[src/rtl/mem_pkg.sv]
// Shared types and constants for the two-port byte memory arbiter.
package mem_pkg;

  typedef enum logic [1:0] {
    IDLE = 2'd0,
    BUS  = 2'd1,
    WAIT = 2'd2,
    DONE = 2'd3
  } state_e;

  localparam logic PORT_CPU     = 1'b0;
  localparam logic PORT_DMA     = 1'b1;
  localparam int   READ_LAT_DEF = 2;

  // Transfer attributes latched at grant; the address is kept separately
  // because its width is a module parameter.
  typedef struct packed {
    logic       port;
    logic       we;
    logic [7:0] wdata;
  } xfer_t;

endpackage

[src/rtl/mem_rr_pick.sv]
// Two-input grant selection: round-robin against the last grant, or fixed
// priority to the CPU port when rr_i is low.
module mem_rr_pick
  import mem_pkg::*;
(
  input  logic req0_i,
  input  logic req1_i,
  input  logic last_grant_i,
  input  logic rr_i,
  output logic gnt_vld_o,
  output logic gnt_port_o
);

  always_comb begin
    gnt_vld_o  = req0_i | req1_i;
    gnt_port_o = PORT_CPU;
    if (req0_i && req1_i) begin
      gnt_port_o = rr_i ? ~last_grant_i : PORT_CPU;
    end else if (req1_i) begin
      gnt_port_o = PORT_DMA;
    end
  end

endmodule

[src/rtl/mem_arbiter.sv]
// Serialises CPU and DMA byte accesses onto one memory port with a fixed
// registered read latency; one done pulse per completed access.
module mem_arbiter
  import mem_pkg::*;
#(
  parameter int ADDR_W   = 32,
  parameter int READ_LAT = READ_LAT_DEF,
  parameter int RR       = 1
) (
  input  logic              clock,
  input  logic              reset_n,
  input  logic              req0,
  input  logic [ADDR_W-1:0] addr0,
  input  logic [7:0]        wdata0,
  input  logic              we0,
  output logic [7:0]        rdata0,
  output logic              done0,
  input  logic              req1,
  input  logic [ADDR_W-1:0] addr1,
  input  logic [7:0]        wdata1,
  input  logic              we1,
  output logic [7:0]        rdata1,
  output logic              done1,
  output logic [ADDR_W-1:0] o_address,
  output logic [7:0]        o_data,
  output logic              o_we,
  input  logic [7:0]        i_data,
  output logic              busy
);

  localparam int               CNT_W    = (READ_LAT > 1) ? $clog2(READ_LAT) : 1;
  localparam logic [CNT_W-1:0] CNT_LOAD = CNT_W'((READ_LAT > 1) ? READ_LAT - 1 : 0);

  state_e              state_q, state_d;
  logic [ADDR_W-1:0]   addr_q, addr_d;
  xfer_t               xfer_q, xfer_d;
  logic [CNT_W-1:0]    cnt_q, cnt_d;
  logic                last_q, last_d;
  logic [7:0]          rdata0_q, rdata0_d;
  logic [7:0]          rdata1_q, rdata1_d;
  logic                capture;
  logic                gnt_vld, gnt_port;

  mem_rr_pick u_pick (
    .req0_i       (req0),
    .req1_i       (req1),
    .last_grant_i (last_q),
    .rr_i         (RR != 0),
    .gnt_vld_o    (gnt_vld),
    .gnt_port_o   (gnt_port)
  );

  always_comb begin
    state_d  = state_q;
    addr_d   = addr_q;
    xfer_d   = xfer_q;
    cnt_d    = cnt_q;
    last_d   = last_q;
    rdata0_d = rdata0_q;
    rdata1_d = rdata1_q;
    capture  = 1'b0;
    unique case (state_q)
      IDLE: begin
        if (gnt_vld) begin
          last_d      = gnt_port;
          xfer_d.port = gnt_port;
          if (gnt_port == PORT_DMA) begin
            addr_d       = addr1;
            xfer_d.we    = we1;
            xfer_d.wdata = wdata1;
          end else begin
            addr_d       = addr0;
            xfer_d.we    = we0;
            xfer_d.wdata = wdata0;
          end
          state_d = BUS;
        end
      end
      BUS: begin
        if (xfer_q.we) begin
          state_d = DONE;
        end else if (READ_LAT <= 1) begin
          // Single-cycle memory: data is already valid in the address cycle.
          capture = 1'b1;
          state_d = DONE;
        end else begin
          cnt_d   = CNT_LOAD;
          state_d = WAIT;
        end
      end
      WAIT: begin
        if (cnt_q == '0) begin
          capture = 1'b1;
          state_d = DONE;
        end else begin
          cnt_d = cnt_q - CNT_W'(1);
        end
      end
      DONE: state_d = IDLE;
      default: state_d = IDLE;
    endcase
    if (capture) begin
      if (xfer_q.port == PORT_DMA) rdata1_d = i_data;
      else                         rdata0_d = i_data;
    end
  end

  always_ff @(posedge clock or negedge reset_n) begin
    if (!reset_n) begin
      state_q  <= IDLE;
      addr_q   <= '0;
      xfer_q   <= '0;
      cnt_q    <= '0;
      last_q   <= PORT_DMA;
      rdata0_q <= '0;
      rdata1_q <= '0;
    end else begin
      state_q  <= state_d;
      addr_q   <= addr_d;
      xfer_q   <= xfer_d;
      cnt_q    <= cnt_d;
      last_q   <= last_d;
      rdata0_q <= rdata0_d;
      rdata1_q <= rdata1_d;
    end
  end

  // Strobe and done are decoded from state so reset kills them immediately.
  assign o_address = addr_q;
  assign o_we      = (state_q == BUS) && xfer_q.we;
  assign o_data    = o_we ? xfer_q.wdata : 8'h00;
  assign done0     = (state_q == DONE) && (xfer_q.port == PORT_CPU);
  assign done1     = (state_q == DONE) && (xfer_q.port == PORT_DMA);
  assign busy      = (state_q != IDLE);
  assign rdata0    = rdata0_q;
  assign rdata1    = rdata1_q;

endmodule

[config.mk]
export PLATFORM = sky130hd
export DESIGN_NAME = mem_arbiter
export DESIGN_NICKNAME = d
export VERILOG_FILES = /design/src/rtl/mem_pkg.sv /design/src/rtl/mem_rr_pick.sv /design/src/rtl/mem_arbiter.sv
export SDC_FILE = /design/constraint.sdc
export NUM_CORES = 1
export LEC_CHECK = 0
export ABC_CLOCK_PERIOD_IN_PS = 1700
export BUFFER_PORTS_ARGS = -buffer_cell sky130_fd_sc_hd__buf_2
export CORE_ASPECT_RATIO = 1.2
export CORE_MARGIN = 10
export CORE_UTILIZATION = 42
export CTS_BUF_LIST = sky130_fd_sc_hd__clkbuf_8
export DETAILED_ROUTE_END_ITERATION = 10
export PLACE_DENSITY = 0.84
export SLEW_MARGIN = 25
export SYNTH_ARGS = -nofsm -noshare
export SYNTH_HDL_FRONTEND = slang
export SYNTH_HIERARCHICAL = 1
export SYNTH_SLANG_ARGS = --single-unit
[constraint.sdc]
create_clock -name clock -period 1.7 [get_ports clock]
set_input_delay 0.255 -clock clock [delete_from_list [all_inputs] [get_ports clock]]
set_output_delay 0.255 -clock clock [all_outputs]
set_load 0.01 [all_outputs]
**After elaboration in Yosys (flattened, before gate mapping)**

Index checks and enable logic that the tools add are counted.

- Bits in registers: 62
- Input port bits: 94
- Word-level logic and storage cells: 45

- Add/sub/neg operators: 1
- Reduce and logical (&&, ||, !) cells: 12
- Multiplexer cells: 14
- Bitwise operators: 3
- Equality and inequality tests: 6

Operators by type and width:

| kind | count |
|---|---|
| 32-bit two-way mux | 1 |
| 2-bit AND reduction | 5 |
| 9-bit two-way mux | 1 |
| 8-bit two-way mux | 1 |
| 2-bit one-hot mux with 4 select lines | 1 |
| 1-bit two-way mux | 7 |
| 2-bit != test (second input constant) | 3 |
| 2-bit == test (second input constant) | 2 |
| 1-bit logical AND | 4 |
| 2-bit two-way mux | 2 |
| 2-bit nonzero test | 2 |
| 2-bit by 1-bit == test with 1-bit output (second input constant) | 1 |
| 2-bit logical NOT | 1 |
| 1-bit inverter | 2 |
| 1-bit one-hot mux with 2 select lines | 1 |
| 1-bit OR | 1 |
| 1-bit subtractor (second input constant) | 1 |

**Longest topological paths before layout**

- Word-level depth: 3
- Mapped depth: 8

**Cells and area by module**

Netlist, hierarchy kept.

Modules (own cells, without submodules):

| module | sequential area each (um^2) | area each (um^2) | cells each | instances |
|---|---|---|---|---|
| mem_arbiter | 1552.7 | 2877.8 | 257 | 1 |
| mem_rr_pick | 0.0 | 20.0 | 3 | 1 |

**Worst setup path before layout**

OpenSTA, ideal clock, no wires.

- Path type: reg-to-reg
- Start: reg state_q[0]
- End: reg rdata1_q[0] (netlist: rdata1[0])
- Stages on the path, launching flop included: 7
- Buffers on the path: 1
- Slack: 0.001 ns
- Period minus slack after synthesis: 1.699 ns
- Arrival time: 1.574 ns
- Required time: 1.575 ns
- Cell sequence: dfrtp_1 -> inv_1 -> ha_1 -> inv_2 -> or3_1 -> buf_6 -> mux2_4

- Longest elaborated chain between the ends: 3

RTL lines:

| item | RTL line | RTL |
|---|---|---|
| from (decl) | mem_arbiter.sv:34 | `state_e state_q, state_d;` |
| from (signal assigned) | mem_arbiter.sv:118 | `state_q <= state_d;` |
| 2-bit == test | mem_arbiter.sv:62 | `unique case (state_q)` |
| 1-bit two-way mux | mem_arbiter.sv:62 |  |
| 2-bit AND reduction (no line) | - |  |
| to (signal assigned) | mem_arbiter.sv:124 | `rdata1_q <= rdata1_d;` |
| to (decl) | mem_arbiter.sv:40 | `logic [7:0] rdata1_q, rdata1_d;` |

No other way between the ends.
A chain may end at the register's enable or synchronous reset.

**Worst setup path in the final report**

- Start: reg state_q[0]
- End: reg rdata1_q[6] (netlist: rdata1[6])

Same word-level chain as after synthesis.

==> results <==
- For this run, design rule violations remaining after detail routing come to 0.
- The placer congestion estimate is around 0.79.
- In this design, the critical path's most frequently occurring cell is sky130_fd_sc_hd__inv_2.
- After floorplanning, the core was divided into 33 placement rows.
- The global-route wire length before repair is between 10000 and 15000 um.
- The maximum number of pins on one net before global-route repair is 63.
- The Yosys step of the flow raised 6 warnings.
- For this design the top-level I/O count stands at between 150 and 200.
- In the synthesized netlist the async set-or-reset flop fraction comes to 100%.
- In the final timing run, aggregate negative setup slack is 0 ps.
- The signal on the critical path passes through inv_2, ha_2, inv_2, or3_1, buf_6, mux2_4.
- STA classifies the critical path endpoint as a flip-flop.
- The data arrival time of the critical path is 1870 ps.
- The share of synthesized area occupied by flip-flops and latches is roughly 54%.
- The type of the worst min-delay path is in -> reg.
- After clock tree synthesis, the clock-pin slew on the worst setup and hold paths is approximately 70 ps.
- After routing the design area is 4070 um^2.
- The area growth from synthesis to layout is 40.5%.
- The net count of the mapped netlist is around 360.
- The leading cell type by number of instances after synthesis is sky130_fd_sc_hd__dfrtp_1.
- In this run, flip-flops and latches consume a little under two fifths of the power.
- After synthesis the netlist holds a flip-flop and latch count of 62.
- Once placement completed, the tool counted placed cells totaling ~490.
- The detail route stage leaves a number of antenna-violating nets equal to 0.
- The detailed-route via count is 2450.
- The final non-filler cell total is 511.
- The aggregate global routing overflow is 0.
- In the global route stage, overall resource usage came out at 15.4%.
- The critical path contains buffers and inverters numbering 3 combined.
- The share of power burned in combinational logic is approximately 46%.
- The internal power is 4.45 mW.
- The initial antenna violation count was 0.
- The fraction of power spent switching nets is 37.3%.
- The die outline area is around 11000 um^2.
- In this run the biggest area consumer among cell types represents 52.7% of the synthesized area.
- The net switching power is 2.65 mW.
- The number of pins with negative max-slew slack in the final report is 0.
- The die height is 111 um.
- The core utilization of the finished layout is ~60%.
- In this run the tool buffered the top-level ports with 153 buffer cells.
- Yosys mapped the design onto 30 distinct sky130hd cell types.
- TritonCTS built the clock tree.
- The share of the clock period used by the worst path after layout is 98.0%.
- The antenna diode instance count is 0.
- The CTS buffer count is 9.
- Summed over all cells, the static leakage comes to about 2.1 nW.
- The run finished with clean final reports.
- The number of clock sinks is 62.
- The worst clock skew is 5.97 ps.
- Summing internal, switching and leakage power gives around 7.1 mW.
- In this run, the number of DRC markers left after iteration 0 of detailed routing was 95.
- The number of global-route vias before repair is 2720.
- The net count of the finished layout is 518.
- The clock period minus worst slack is 1670 ps.
- At the later pin of the worst-skew pair, clock insertion delay measures 330 ps.
- In this run the horizontal extent of the chip is 95.8 um.
- The setup path with the least slack is of type reg -> reg.
- For this design the ratio of total power to cell area is between 1500 and 2000 nW/um^2.
- The dominant synthesized flop cell is sky130_fd_sc_hd__dfrtp_1.
- The cell with the largest stage delay on the worst path is sky130_fd_sc_hd__dfrtp_1.
- The iteration count of the initial detailed-routing pass is 4.
- The initial utilization of the core area, before any placement, comes to 42.8%.
- The clock share of power is 16.9%.
- By area the synthesized netlist is led by sky130_fd_sc_hd__dfrtp_1, sky130_fd_sc_hd__mux2i_1, sky130_fd_sc_hd__a21oi_1, sky130_fd_sc_hd__nor2_1, sky130_fd_sc_hd__mux2_4.
- The total placed instance area is 3840 um^2.
- The endpoint required time on the critical path is ~1900 ps.
- The detailed placer's ending HPWL is around 6400 um.
- The post-synthesis cell area is slightly below 3000 um^2.
- After synthesis, the most frequently instantiated cells are sky130_fd_sc_hd__dfrtp_1, sky130_fd_sc_hd__nor2_1, sky130_fd_sc_hd__a21oi_1, sky130_fd_sc_hd__mux2i_1, sky130_fd_sc_hd__buf_2.
- The cell family contributing the most delay on the critical path is flip-flops.
- In this run the worst path has a maximum fanout of 8.
- At the placement stage, the worst setup path has a slack of 38.6 ps.
- The number of vias per cell after detailed routing is 4.79.
- The detailed-route wire length per cell is 15.9 um.
- The count of flip-flops with a built-in enable after synthesis is 0.
- The hold violation total from the final report is 0.
- The number of max-cap violations is 0.
- The peak ir drop on the vdd network is ~0.76 mV.
- No sink is reached through more buffers than the 2 on the longest clock path.
- For this run, the top clock speed supported by timing is 601 MHz.
- In the synthesized netlist, the number of instances is 260.
- The smallest hold slack is 175 ps.
- The final layout contains routed wiring with a total length of 8130 um.
- Of the cells placed in the final design, the portion with a size suffix greater than 1 is 48.8%.
- The peak per-stage delay on the critical path is ~400 ps.
- Setup violations remaining at the end of the flow were counted as 0.
- A synthesized cell averages 11.1 um^2.
- The buffer type at the clock tree root is sky130_fd_sc_hd__clkbuf_8.
- Setup repair after global routing could not meet its margin everywhere.
- The nature of the critical path startpoint is a flip-flop.
- The setup slack of the critical path after layout is roughly 35 ps.
- Of all cell types, the one taking the most synthesized area is sky130_fd_sc_hd__dfrtp_1.
- The core box area is between 6000 and 7000 um^2.
- The H-tree was split into 3 levels.
-- worst reg2reg max path, stage by stage (launching register included) --
cell and delay [ps]:
sky130_fd_sc_hd__dfrtp_1 400, sky130_fd_sc_hd__inv_2 70, sky130_fd_sc_hd__ha_2 180, sky130_fd_sc_hd__inv_2 50, sky130_fd_sc_hd__or3_1 390, sky130_fd_sc_hd__buf_6 170, sky130_fd_sc_hd__mux2_4 300
-- cell type report --
type | count | area [um^2]
clock buffers | 9 | 124
clock inverters | 7 | 57.6
fillers | 562 | 2700
inverters | 7 | 26.3
multi-input cells | 174 | 1270
flip-flops and latches | 62 | 1550
well taps | 87 | 109
repair buffers | 165 | 931
-- power groups by stage --
stage / combinational (mW) / clock [mW] / sequential [mW]
floorplan: 1.60 / 0 / 2.89
global placement: 3.08 / 0 / 2.63
detailed placement: 3.19 / 0 / 2.68
CTS: 3.24 / 1.24 / 2.67
global route: 3.60 / 1.31 / 2.77
finish: 3.23 / 1.20 / 2.67
-- repair_timing --
action	4_1_cts	5_1_grt
hold buffers	1	0
resized for setup	3	6
pin swaps	0	0
hold endpoints to repair	61	0
setup buffers	0	1
setup endpoints to repair	9	11
-- final timing paths --
check                                            start                     to  slack [ps]  depth (start not counted)
worst max-delay path            state_q[0]$_DFFE_PN0P_  rdata1[6]$_DFFE_PN0P_          30                          6
worst min-delay path                         i_data[4]  rdata1[4]$_DFFE_PN0P_         180                          2
worst max register to register  state_q[0]$_DFFE_PN0P_  rdata1[6]$_DFFE_PN0P_          30                          6
worst min register to register      last_q$_DFFE_PN1P_     last_q$_DFFE_PN1P_         490                          2
max in group asynchronous                      reset_n     last_q$_DFFE_PN1P_         900                          3
min in group asynchronous                      reset_n  rdata0[3]$_DFFE_PN0P_         460                          3
-- cell usage in the layout (no fill, tap or decap), types with 2 or more instances in the layout --
cell                       instances
sky130_fd_sc_hd__a21oi_1          41
sky130_fd_sc_hd__and3_1            7
sky130_fd_sc_hd__buf_12            5
sky130_fd_sc_hd__buf_2           152
sky130_fd_sc_hd__buf_4             5
sky130_fd_sc_hd__buf_6             2
sky130_fd_sc_hd__clkbuf_8          9
sky130_fd_sc_hd__clkinv_2          4
sky130_fd_sc_hd__dfrtp_1          61
sky130_fd_sc_hd__ha_1              3
sky130_fd_sc_hd__inv_1             6
sky130_fd_sc_hd__inv_2             3
sky130_fd_sc_hd__mux2_2            9
sky130_fd_sc_hd__mux2_4            8
sky130_fd_sc_hd__mux2i_1          41
sky130_fd_sc_hd__nand2_1           2
sky130_fd_sc_hd__nor2_1           42
sky130_fd_sc_hd__o21ai_0           3
-- layer usage --
metal	vias to the layer above	part of all wire (%)	GRT usage [%]
li1	1215	-	-
met1	1127	38	17.4
met2	97	51	24.9
met3	11	9.9	6.78
met4	0	1.2	5.12
met5	-	0	0
-- cells by family (layout without fill, tap and decap cells) --
kind of cell    Yosys count  count (layout)  share of synthesized area, %
mux                      58              58                          21.8
simple gates             61              61                          9.46
flops                    62              62                          53.6
buf+inv                  24             188                          3.80
other cells               1               1                         0.129
compound gates           49              49                          9.07
fa+ha+maj                 5               5                          2.16
-- registers in the layout (all words and copies together), names as in the netlist --
name,flops
rdata0,8
xfer_q,10
cnt_q,1
last_q,1
state_q,2
o_address,32
rdata1,8
(Power assumes the default switching activity.)
